`config.mk`:
```
export PLATFORM = sky130hd
export DESIGN_NAME = seq_divider
export DESIGN_NICKNAME = d
export VERILOG_FILES = /design/src/rtl/seq_divider.sv
export SDC_FILE = /design/constraint.sdc
export NUM_CORES = 1
export LEC_CHECK = 0
export ABC_AREA = 1
export CAP_MARGIN = 5
export CORE_ASPECT_RATIO = 0.6
export CORE_MARGIN = 1
export CORE_UTILIZATION = 45
export DETAILED_ROUTE_END_ITERATION = 8
export PLACE_DENSITY = 0.65
export SYNTH_ARGS = -nofsm -noshare
export SYNTH_HDL_FRONTEND = slang
export SYNTH_SLANG_ARGS = --single-unit
```
`constraint.sdc`:
```
create_clock -name clk -period 5.8 [get_ports clk]
set_input_delay 0.87 -clock clk [delete_from_list [all_inputs] [get_ports clk]]
set_output_delay 0.87 -clock clk [all_outputs]
set_load 0.01 [all_outputs]
```
`src/rtl/seq_divider.sv`:
```
// Multi-cycle restoring divider: signed/unsigned quotient and remainder over WIDTH
// shift-subtract iterations, with a start/done handshake and divide-by-zero flag.
module seq_divider #(
  parameter int WIDTH     = 32,
  parameter bit SIGNED_EN = 1'b1
) (
  input  logic             clk,
  input  logic             clr,
  input  logic             start,
  input  logic             signed_mode,
  input  logic [WIDTH-1:0] dividend,
  input  logic [WIDTH-1:0] divisor,
  output logic             busy,
  output logic             done,
  output logic             div_by_zero,
  output logic [WIDTH-1:0] quotient,
  output logic [WIDTH-1:0] remainder,
  output logic [1:0]       fsm_state
);

  // Handshake: start is sampled only in IDLE; done pulses for one cycle with results
  // valid from that cycle; busy covers every cycle between acceptance and done.
  typedef enum logic [1:0] {IDLE = 2'd0, ITER = 2'd1, FIXUP = 2'd2} state_t;

  localparam int             CW   = $clog2(WIDTH + 1);
  localparam logic [CW-1:0]  LAST = CW'(WIDTH - 1);

  state_t           state, state_next;
  logic [CW-1:0]    cnt;
  logic [WIDTH-1:0] rem_reg;
  logic [WIDTH-1:0] dvd_reg;
  logic [WIDTH-1:0] dvs_mag;
  logic             sign_q, sign_r, dz_pend;
  logic             use_signed;
  logic [WIDTH:0]   top, trial;

  assign use_signed = SIGNED_EN && signed_mode;
  assign busy       = (state != IDLE);
  assign fsm_state  = state;

  always_comb begin
    top   = {rem_reg, dvd_reg[WIDTH-1]};
    trial = top - {1'b0, dvs_mag};
  end

  always_comb begin
    state_next = state;
    case (state)
      IDLE:    if (start) state_next = (divisor == '0) ? FIXUP : ITER;
      ITER:    if (cnt == LAST) state_next = FIXUP;
      FIXUP:   state_next = IDLE;
      default: state_next = IDLE;
    endcase
  end

  always_ff @(posedge clk or negedge clr) begin
    if (!clr) state <= IDLE;
    else      state <= state_next;
  end

  always_ff @(posedge clk or negedge clr) begin
    if (!clr) begin
      cnt         <= '0;
      rem_reg     <= '0;
      dvd_reg     <= '0;
      dvs_mag     <= '0;
      sign_q      <= 1'b0;
      sign_r      <= 1'b0;
      dz_pend     <= 1'b0;
      done        <= 1'b0;
      div_by_zero <= 1'b0;
      quotient    <= '0;
      remainder   <= '0;
    end else begin
      done <= 1'b0;
      case (state)
        IDLE: begin
          if (start) begin
            cnt     <= '0;
            rem_reg <= '0;
            if (divisor == '0) begin
              // Raw dividend is kept in the dividend register for the remainder output.
              dvd_reg <= dividend;
              dvs_mag <= '0;
              sign_q  <= 1'b0;
              sign_r  <= 1'b0;
              dz_pend <= 1'b1;
            end else begin
              dvd_reg <= (use_signed && dividend[WIDTH-1]) ? -dividend : dividend;
              dvs_mag <= (use_signed && divisor[WIDTH-1])  ? -divisor  : divisor;
              sign_q  <= use_signed && (dividend[WIDTH-1] ^ divisor[WIDTH-1]);
              sign_r  <= use_signed && dividend[WIDTH-1];
              dz_pend <= 1'b0;
            end
          end
        end
        ITER: begin
          cnt <= cnt + 1'b1;
          if (!trial[WIDTH]) begin
            rem_reg <= trial[WIDTH-1:0];
            dvd_reg <= {dvd_reg[WIDTH-2:0], 1'b1};
          end else begin
            rem_reg <= top[WIDTH-1:0];
            dvd_reg <= {dvd_reg[WIDTH-2:0], 1'b0};
          end
        end
        FIXUP: begin
          done        <= 1'b1;
          div_by_zero <= dz_pend;
          if (dz_pend) begin
            quotient  <= '1;
            remainder <= dvd_reg;
          end else begin
            quotient  <= sign_q ? -dvd_reg : dvd_reg;
            remainder <= sign_r ? -rem_reg : rem_reg;
          end
        end
        default: ;
      endcase
    end
  end

endmodule
```
After elaboration in Yosys (flattened, before gate mapping)
Cells that the tools add are included.
Widths: inputs -> output; s select.

storage, ports and cells
  logic and storage cells = 58
  output and inout bits = 69
  input bits = 68
  register bits after elaboration = 173

cells by class
  reductions and logical operators = 10
  bitwise logic cells = 1
  eq/ne operators = 5
  $add $sub $neg = 6
  muxes and demuxes = 24

operators with widths
  cell                 count
  $mux 32              11
  $neg 32->32          4
  $pmux 32 s2          2
  $sub 33x32->33       1
  $logic_not 32->1     1
  $pmux 6 s2           1
  $add 6x1->6 const B  1
  $eq 6x5->1 const B   1
  $mux 2               3
  $mux 6               1
  $reduce_and 2->1     3
  $mux 1               5
  $ne 2x2->1 const B   2
  $pmux 2 s2           1
  $reduce_bool 2->1    2
  $logic_and 1x1->1    3
  $eq 2x1->1 const B   1
  $eq 2x2->1 const B   1
  $logic_not 2->1      1
  $xor 1x1->1          1

Depth between registers and ports, before layout
Gate-level depths: netlist (run 1).

  depth in word-level cells = 5
  gate-level depth with buffers = 18
  gate-level depth less buffers = 17

Worst setup path before layout (run 1)
Ideal clock, no wire load.

  path type = input to register
  start point = input divisor[1]
  end point = register dvs_mag[19]
  arrival = 2.148 ns
  library setup time = 0.133 ns
  path slack = 3.520 ns
  stages on the path = 12
  cell sequence = inv_1 > ha_1 > nand2_1 > nor2_1 > nand2_1 > nor2_1 > nand3_1 > nand3_1 > inv_1 > buf_2 > o21ai_0 > o22ai_1

between the ends
  word-level cells in the longest chain between the ends = 3
  elaborated cells between the ends (all ways) = 4
  classes of those cells = add/sub (1); mux (2); reduce/logical (1)

RTL lines
  item                  line  RTL
  from (decl)           12    input logic [WIDTH-1:0] divisor,
  $neg 32->32           90    dvs_mag <= (use_signed && divisor[WIDTH-1]) ? -divisor : divisor;
  $mux 32               90
  $mux 32 *             81    if (divisor == '0) begin
  to (signal assigned)  90
  to (decl)             32    logic [WIDTH-1:0] dvs_mag;

Mark *: on every way between the ends. The rest lies on a longest branch, timed or not.
A chain may end at the register's enable or synchronous reset.

Worst setup path after layout (run 1)
  start point = input divisor[0]
  end point = register dvd_reg[6]

between the ends
  word-level cells in the longest chain between the ends = 4

RTL lines
  item                  line  RTL
  $logic_not 32->1      81
  $mux 32               81
  $mux 32               78    if (start) begin
  $pmux 32 s2           76    case (state)
  to (signal assigned)  83    dvd_reg <= dividend;
  to (signal assigned)  89    dvd_reg <= (use_signed && dividend[WIDTH-1]) ? -dividend : dividend;
  to (signal assigned)  101   dvd_reg <= {dvd_reg[WIDTH-2:0], 1'b1};
  to (decl)             31    logic [WIDTH-1:0] dvd_reg;

Every way passes these cells. The select of a mux whose other input is x is not followed.

==> results of run 1 <==
==> cells by family after synthesis <==
logic type	Yosys count	share of synthesized area, %
and+or+nand+nor	1268	39.08
AOI/OAI and AO/OA	271	11.42
DFF	173	31.76
xor gates and xnor gates	51	3.277
buffers and inverters	385	10.92
adders and majority gates	38	3.543
==> power groups by stage <==
stage	clock (mW)	sequential [mW]	combinational (mW)
after floorplan	0	2.19	4.41
after global placement	0	2.31	6.30
after detailed placement	0	2.31	6.39
after CTS	1.23	2.30	6.42
after global routing	1.28	2.37	7.28
final	1.22	2.32	6.56
==> critical path: stages <==
cell,delay [ns]
clkdlybuf4s50_1,0.45
inv_1,0.08
ha_1,0.23
nand4_1,0.12
nor2_1,0.08
nand2_1,0.08
nor2_1,0.07
nor2_2,0.85
buf_4,0.30
nand2_1,0.07
nand2_1,0.06
nand2_1,0.05
o21ai_0,0.18
nand2_1,0.06
==> layout make-up <==
type | instances | area share, %
flip-flops and latches | 173 | 27.21
clock buffers | 18 | 2.760
repair buffers | 146 | 9.034
clock inverters | 13 | 1.046
multi-input cells | 1628 | 49.21
well taps | 400 | 3.145
inverters | 322 | 7.596
==> metrics by stage <==
step	util [%]	area (um2)	hold WS [ns]
after global placement	52.34	15310	0.4602
after CTS	54.41	15910	0.4917
after detailed placement	52.34	15310	0.4602
final	54.41	15910	0.4731
after floorplan	-	13630	0.4488
after global routing	54.41	15910	0.5077
==> path summary, 6_finish.rpt <==
| kind | cells past startpoint | to | slack, ns | startpoint |
|---|---|---|---|---|
| max reg2reg | 10 | quotient[16] | 2.86 | dvd_reg[0] |
| min in group clk | 2 | dvs_mag[16] | 0.49 | dvs_mag[16] |
| min reg2reg | 2 | dvs_mag[16] | 0.49 | dvs_mag[16] |
| min | 1 | rem_reg[10] | 0.47 | clr |
| max in group asynchronous | 2 | rem_reg[18] | 4.05 | clr |
| max | 14 | dvd_reg[6] | 2.55 | divisor[0] |
==> cells in the final DEF (no fill, tap or decap), drive strengths merged, types with 6 or more instances in the layout <==
| master | instances |
|---|---|
| nand2 | 754 |
| nor3 | 27 |
| nand3 | 190 |
| xor2 | 40 |
| or2 | 11 |
| nor2 | 231 |
| o211ai | 12 |
| dfrtp | 173 |
| clkbuf | 18 |
| ha | 37 |
| o221ai | 12 |
| buf | 11 |
| o21ai | 140 |
| nand3b | 14 |
| inv | 324 |
| o21bai | 15 |
| o22ai | 19 |
| nand4 | 32 |
| clkinv | 6 |
| clkdlybuf4s50 | 135 |
| a21oi | 51 |
| xnor2 | 11 |
| a31oi | 13 |
==> metal layers <==
layer | up-vias | part of all wire (%) | track usage [%]
met2 | 681 | 37 | 39.26
met1 | 6909 | 50 | 49.77
met3 | 44 | 12 | 11.36
met5 | - | 0 | 0
li1 | 7153 | - | -
met4 | 0 | 1.4 | 6.719
==> flow_summary.toml, run 1 <==
[detailed_routing]
via_count = 14790
drt_iter0_drc = 1939
drt_wl_total_um = 48420
post-route-drc-count = 0
postRouteAntennaNets = 0
wire_per_inst_um = 17.93
detail_route.vias_per_cell = 5.477
drt_pass1_iterations = 6

[power_and_ir_drop]
total_switching_power_mw = 5.438
combinational_group_share_of_total_power_pct = 65.0
irDropWorstVdd_mv = 0.2885
clk_pwr_share_pct = 12.1
power_per_cell_area_nw_per_um2 = 634.8
power_switching_share_pct = 53.83
finalPower_mw = 10.10
cellLeakagePower_nw = 8.048
internal_power_mw = 4.664
power_frac_seq_pct = 23.0

[synthesis]
ys_top_cells_by_area = "dfrtp_1, nand2_1, inv_1, nand3_1, nor2_1"
count_of_synthesis_stage_warnings_from_yosys = 0
syn-num-nets = 2292
synth_enable_flop_cells = 0
yosys.area.top_type_share_pct = 31.76
synth-main-ff-cell = "dfrtp_1"
synth-async-reset-ratio_pct = 100.0
postSynthRegisterBits = 173
netlist_area_um2 = 13630
netlist_top_cells_count = "nand2_1, inv_1, nor2_1"
yosys.area.top_type = "dfrtp_1"
post_synth_inst_count = 2186
post_synthesis_average_cell_area_um2 = 6.236
synth_most_common_cell = "nand2_1"
ys_types = 46
ys_seq_area_share_pct = 31.76

[clock_network]
clock_sink_count = 173
cts-buffers-inserted = 17
clkSlewWorstSetupHoldPaths_ns = 0.07
cts-htree-levels = 4
cts_buffer_depth = 2
cts.repair.resized = 0
post_cts.repair.setup_buffers = 0
clock_tree.root_cell = "clkbuf_16"
clock_insertion_delay_worst_skew_ns = 0.45
cts-hold-fix-buffers = 0
tritoncts = "done"

[job]
max_capacitance_violation_count = 0

[global_route]
groute.usage.overall_pct = 31.57
grt_first_pass_wirelength_um = 73690
antenna_found_initial = 0
pin_count_of_the_biggest_net_entering_global_routing = 87
via_count_of_the_first_global_routing_pass = 13010
gr-total-overflow = 0

[critical_path]
setup.worst_path.class = "in2reg"
cp.arrival_ns = 3.59
critical_path_peak_fanout = 25
critical_path_required_ns = 6.14
critical_path.startpoint_type = "input pin"
critical_path.endpoint_type = "flop"

[floorplan]
die_area_um2 = 31020
die_extent_in_y_um = 136.8
starting_density_of_the_core_pct = 46.61
die_x_um = 226.7
num_rows = 48
floorplan.io_pins = 137
coreArea_um2 = 29250

[cells_and_area]
n_antenna_cell = 0
non_filler_instances = 2700
multi_input_area_um2 = 7831
net_count_of_the_finished_layout = 2394
n_fill_cell = 2954
area_growth_pct = 16.73
area.sequential_um2 = 4329
drive_gt1_share_pct = 4.043

[sta]
rsz0062_at_grt = "no"
final-setup-viol-count = 0
setup-tns-final_ns = 0
timing.final.crit_period_ns = 3.253
finalMaxSlewViolations = 0
report.final.hold_viol_count = 0
layout_worst_path_cycle_share_pct = 56.09
worstMarginPinSlew_ns = 1.149
clock_skew_ns = 0.007322
max_clock_freq_mhz = 307.4
slew_headroom_pct = 23.30
setup_ws_post_layout_ns = 2.547

[worst_hold_path]
worstHoldPathType = "in2async"

[outcome]
result_of_the_run = "completed"

[placement]
dpl.cell_count = 2669
pre_cts_ws_ns = 2.118
hpwl_um = 38010
place.gp.congestion = 0.9888
numPortBuffers = 136
Power figures use the tool's default switching activity.
==> inputs of run 2 (changes only) <==
- clock period: 5.8 -> 3.1 ns (I/O delays scaled with it)
==> flow_summary.toml, run 2 (synthesized netlist as in run 1, its figures left out) <==
[sta]
worstMarginPinSlew_ns = 1.084
max_clock_freq_mhz = 366.4
slew_headroom_pct = 27.56
setup-tns-final_ns = 0
finalMaxSlewViolations = 0
clock_skew_ns = 0.01133
rsz0062_at_grt = "no"
final-setup-viol-count = 0
report.final.hold_viol_count = 0
layout_worst_path_cycle_share_pct = 88.03
timing.final.crit_period_ns = 2.729

[cells_and_area]
layout_common_cells = "nand2_1, inv_1, nor2_1"
drive_gt1_share_pct = 4.826
n_fill_cell = 2970
net_count_of_the_finished_layout = 2414
n_antenna_cell = 0
final_core_util_pct = 55.08
area_growth_pct = 18.18
fin_area_um2 = 16110
layout_commonest_cell = "nand2_1"

[power_and_ir_drop]
irDropWorstVdd_mv = 0.6171
power_per_cell_area_nw_per_um2 = 1172
total_switching_power_mw = 10.11
power_switching_share_pct = 53.54
cellLeakagePower_nw = 8.156
clk_pwr_share_pct = 11.9
combinational_group_share_of_total_power_pct = 65.3
internal_power_mw = 8.775
power_frac_seq_pct = 22.8

[critical_path]
worst_r2r_startpoint = "dvd_reg[31]"
timing.rr.end = "dvd_reg[0]"
setup.worst_path.class = "reg2reg"
critical_path.endpoint_type = "flop"
cp_top_family = "simple AND/OR/NAND/NOR gates"
critical-path-slowest-cell = "fa_1"
worst_case_register_to_register_setup_slack_ns = 0.37
worstPathBufferInverterCount = 2
cp.arrival_ns = 3.06
critical_path.startpoint_type = "flop"
worstPathCellList = "inv_1 > ha_1 > fa_1 > inv_1 > nand2_1 > nand2_1 > nand3_1 > nand2_2 > nand2_2 > nand2_2 > nand2_4 > nand3_2 > nand2_4 > o21ai_1 > nand2_1"
max_stage_delay_ns = 0.42
critical_path_required_ns = 3.43
critical_path_peak_fanout = 16
r2r_cells = 15

[clock_network]
clkSlewWorstSetupHoldPaths_ns = 0.07
clock_insertion_delay_worst_skew_ns = 0.45
clock_sink_count = 173
tritoncts = "done"
cts-buffers-inserted = 17
cts.repair.resized = 0
cts_buffer_depth = 2
cts-htree-levels = 4
clock_tree.root_cell = "clkbuf_16"

[global_route]
gr-total-overflow = 0
grt_first_pass_wirelength_um = 72990
groute.usage.overall_pct = 31.17
pin_count_of_the_biggest_net_entering_global_routing = 67
antenna_found_initial = 0
via_count_of_the_first_global_routing_pass = 12840

[detailed_routing]
post-route-drc-count = 0
via_count = 14830
drt_iter0_drc = 1800
drt_pass1_iterations = 6
postRouteAntennaNets = 0
drt_wl_total_um = 48000
wire_per_inst_um = 17.64
detail_route.vias_per_cell = 5.451

[placement]
hpwl_um = 37830
place.gp.congestion = 1.001
dpl_cell_area_um2 = 15500
numPortBuffers = 136

[outcome]
result_of_the_run = "completed"

[worst_hold_path]
min_from = "div_by_zero"
worst_hold_path.endpoint = "div_by_zero"
worstHoldPathType = "reg2reg"
hold_path_cells = 2

[floorplan]
die_extent_in_y_um = 136.8
floorplan.io_pins = 137
die_x_um = 226.7
num_rows = 48
die_area_um2 = 31020
coreArea_um2 = 29250
starting_density_of_the_core_pct = 46.61

[job]
max_capacitance_violation_count = 0
## run 2: cell count changes in the layout (fill, tap and decap cells not counted)
cell / delta
buf_4: +15
buf_12: +4
clkinv_4: -3
clkbuf_8: +2
inv_6: +2
bufinv_16: -1
clkbuf_1: +1
clkinv_2: -1
clkinvlp_4: +1
dlygate4sd3_1: +1
## run 2: worst max path at each step
| stage | slack (ns) | to | startpoint | depth (start not counted) |
|---|---|---|---|---|
| floorplan | 0.86 | rem_reg[10] | dvd_reg[31] | 18 |
| global placement | 0.45 | dvd_reg[10] | divisor[0] | 13 |
| detailed placement | 0.43 | dvd_reg[0] | dvd_reg[31] | 15 |
| CTS | 0.43 | dvd_reg[0] | dvd_reg[31] | 15 |
| global route | 0.17 | dvd_reg[0] | dvd_reg[31] | 15 |
| finish | 0.37 | dvd_reg[0] | dvd_reg[31] | 15 |
## run 2: area by class of cell
class | count | area (um2) | area share [%]
Tap cell | 400 | 500.5 | 3.107
Inverter | 322 | 1209 | 7.502
Multi-Input combinational cell | 1628 | 7831 | 48.61
Timing Repair Buffer | 166 | 1640 | 10.18
Sequential cell | 173 | 4329 | 26.87
Clock inverter | 11 | 130.1 | 0.8077
Clock buffer | 21 | 470.5 | 2.920
## run 2: tightest hold or removal path, stage by stage (launching register included)
cell	delay, ns
dfrtp_1	0.35
nand2_1	0.05
nand2_1	0.05
## run 2: timing repair
action                                 CTS  global route
endpoints found under the hold margin   51             0
buffers inserted                         0             0
hold buffers                             1             0
## run 2: stage by stage
step / setup slack [ns] / power [mW] / hold slack [ns] / std cells
after global placement: 0.4471 / 16.13 / 0.4571 / 2688
after global routing: 0.1674 / 20.50 / 0.5091 / 2721
final: 0.3710 / 18.89 / 0.4789 / 2721
after detailed placement: 0.4272 / 16.33 / 0.4616 / 2688
after floorplan: 0.8620 / 12.34 / 0.1694 / 2186
after CTS: 0.4272 / 18.64 / 0.4808 / 2721
## run 2: power by group through the flow
stage               sequential [mW]  combinational [mW]  clock [mW]
floorplan                      4.09                8.25           0
global placement               4.28                11.8           0
detailed placement             4.28                12.0           0
CTS                            4.26                12.1        2.26
global route                   4.38                13.8        2.36
finish                         4.30                12.3        2.25
## run 2: metal layers
| metal | routed length (um) | track usage [%] | part of all wire, % |
|---|---|---|---|
| met2 | 17960 | 40.01 | 37 |
| met1 | 23950 | 49.42 | 50 |
| met4 | 444 | 5.743 | 0.93 |
| met5 | 0 | 0 | 0 |
| met3 | 5640 | 9.725 | 12 |
==> inputs of run 3 (changes only) <==
- CTS_BUF_LIST: default -> sky130_fd_sc_hd__clkbuf_8
- GPL_TIMING_DRIVEN: default -> 0
==> flow_summary.toml, run 3 (synthesized netlist as in run 1, its figures left out) <==
[power_and_ir_drop]
cellLeakagePower_nw = 8.051
power_per_cell_area_nw_per_um2 = 1196
irDropWorstVdd_mv = 0.5345

[critical_path]
worst_r2r_startpoint = "dvd_reg[31]"
critical-path-slowest-cell = "fa_1"
timing.rr.end = "rem_reg[15]"
critical_path.endpoint_type = "flop"
cp.arrival_ns = 3.31
critical_path_peak_fanout = 10
r2r_cells = 16
worstPathCellList = "inv_1 > ha_1 > fa_1 > inv_1 > nand2_1 > nand2_1 > nand3_1 > nand2_2 > nand2_2 > nand2_2 > nand2_4 > nand3_4 > clkbuf_4 > nand3_1 > nand3_1 > nand2_1"
worst_case_register_to_register_setup_slack_ns = 0.18
worstPathBufferInverterCount = 3
endpoint = "rem_reg[15]"
cp_top_family = "simple AND/OR/NAND/NOR gates"
worst-path-stages = 16
critical_path_required_ns = 3.49
critical_path.startpoint_type = "flop"
setup.worst_path.class = "reg2reg"
max_stage_delay_ns = 0.41
worst_setup_path_startpoint = "dvd_reg[31]"

[clock_network]
clock_insertion_delay_worst_skew_ns = 0.50
clkSlewWorstSetupHoldPaths_ns = 0.11
post_cts.repair.setup_buffers = 0
tritoncts = "done"
cts_buffer_depth = 2
clock_sink_count = 173
clock_tree.root_cell = "clkbuf_8"
cts-buffers-inserted = 17
cts-htree-levels = 4

[sta]
report.final.hold_viol_count = 0
max_clock_freq_mhz = 342.7
final-setup-viol-count = 0
setup_ws_post_layout_ns = 0.1817
timing.final.crit_period_ns = 2.918
finalMaxSlewViolations = 0
rsz0062_at_grt = "no"
clock_skew_ns = 0.01862
layout_worst_path_cycle_share_pct = 94.14
setup-tns-final_ns = 0
slew_headroom_pct = 41.41
worstMarginPinSlew_ns = 0.8788

[worst_hold_path]
hold_path_cells = 2
min_from = "div_by_zero"
worstHoldPathType = "reg2reg"

[cells_and_area]
n_antenna_cell = 0
drive_gt1_share_pct = 4.075
fin_area_um2 = 15930
layout_common_cells = "nand2_1, inv_1, nor2_1"
net_count_of_the_finished_layout = 2449
area.sequential_um2 = 4329
multi_input_area_um2 = 7816
final_core_util_pct = 54.47
layout_commonest_cell = "nand2_1"
non_filler_instances = 2756
n_fill_cell = 2986
area_growth_pct = 16.88

[global_route]
antenna_found_initial = 1
grt_first_pass_wirelength_um = 80230
pin_count_of_the_biggest_net_entering_global_routing = 88
via_count_of_the_first_global_routing_pass = 13290
gr-total-overflow = 0
groute.usage.overall_pct = 35.31

[floorplan]
die_extent_in_y_um = 136.8
starting_density_of_the_core_pct = 46.61
die_x_um = 226.7
die_area_um2 = 31020
floorplan.io_pins = 137
num_rows = 48
coreArea_um2 = 29250

[outcome]
result_of_the_run = "completed"

[detailed_routing]
postRouteAntennaNets = 0
detail_route.vias_per_cell = 5.510
wire_per_inst_um = 19.47
drt_wl_total_um = 53650
drt_iter0_drc = 1924
drt_pass1_iterations = 6
post-route-drc-count = 0
via_count = 15190

[placement]
place.gp.congestion = 0.9960
dpl_cell_area_um2 = 15530
pre_cts_ws_ns = -0.1281
dpl.cell_count = 2723
numPortBuffers = 136
hpwl_um = 44230

[job]
max_capacitance_violation_count = 0
run 3: cell count changes in the layout (fill, tap and decap cells not counted), moves of 3 or more:
cell / change
buf_2: +10
clkbuf_1: +42
buf_1: +5
buf_12: -4
clkbuf_16: -17
clkinv_4: +3
clkbuf_8: +14
buf_4: -24
run 3: worst min path at each step:
stage                       end  slack, ns
floorplan                cnt[0]       0.17
global placement     dvd_reg[0]       0.46
detailed placement   dvd_reg[1]       0.47
CTS                 dvs_mag[28]       0.49
global route        div_by_zero       0.52
finish              div_by_zero       0.49
run 3: worst register-to-register path, cell delays in order, from the launching register on:
cell	delay, ns
dfrtp_1	0.40
inv_1	0.20
ha_1	0.30
fa_1	0.41
inv_1	0.12
nand2_1	0.06
nand2_1	0.07
nand3_1	0.09
nand2_2	0.16
nand2_2	0.08
nand2_2	0.10
nand2_4	0.08
nand3_4	0.18
clkbuf_4	0.25
nand3_1	0.13
nand3_1	0.10
nand2_1	0.06
run 3: cell type report:
cell class / instances / area share (%)
Sequential cell: 173 / 27.17
Timing Repair Buffer: 138 / 8.811
Tap cell: 400 / 3.141
Multi-Input combinational cell: 1628 / 49.06
Clock buffer: 17 / 1.469
Buffer: 63 / 1.775
Inverter: 322 / 7.586
Clock inverter: 15 / 0.9895
run 3: metal layers:
layer / share of wire [%] / vias up / track usage, % / wire (um)
met2: 34 / 796 / 41.32 / 18450
met3: 15 / 30 / 14.32 / 7856
met1: 50 / 7106 / 57.61 / 26860
li1: - / 7253 / - / -
met5: 0 / - / 0 / 0
met4: 0.90 / 0 / 5.218 / 481
run 3: through the flow:
step	total power, mW	hold slack, ns
after global placement	16.80	0.4614
after detailed placement	16.94	0.4663
after floorplan	12.34	0.1694
after global routing	20.63	0.5172
after CTS	18.65	0.4915
final	19.05	0.4860
run 3: report_power, final:
| group | switching [mW] | internal [mW] |
|---|---|---|
| sequential | 1.04 | 3.26 |
| clock | 0.995 | 0.665 |
| combinational | 8.75 | 4.34 |
| total | 10.8 | 8.27 |
run 3: repair_timing:
item,4_1_cts,5_1_grt
hold buffers,1,0
endpoints found under the hold margin,17,0
endpoints found under the setup margin,0,6
gates resized for setup,0,2
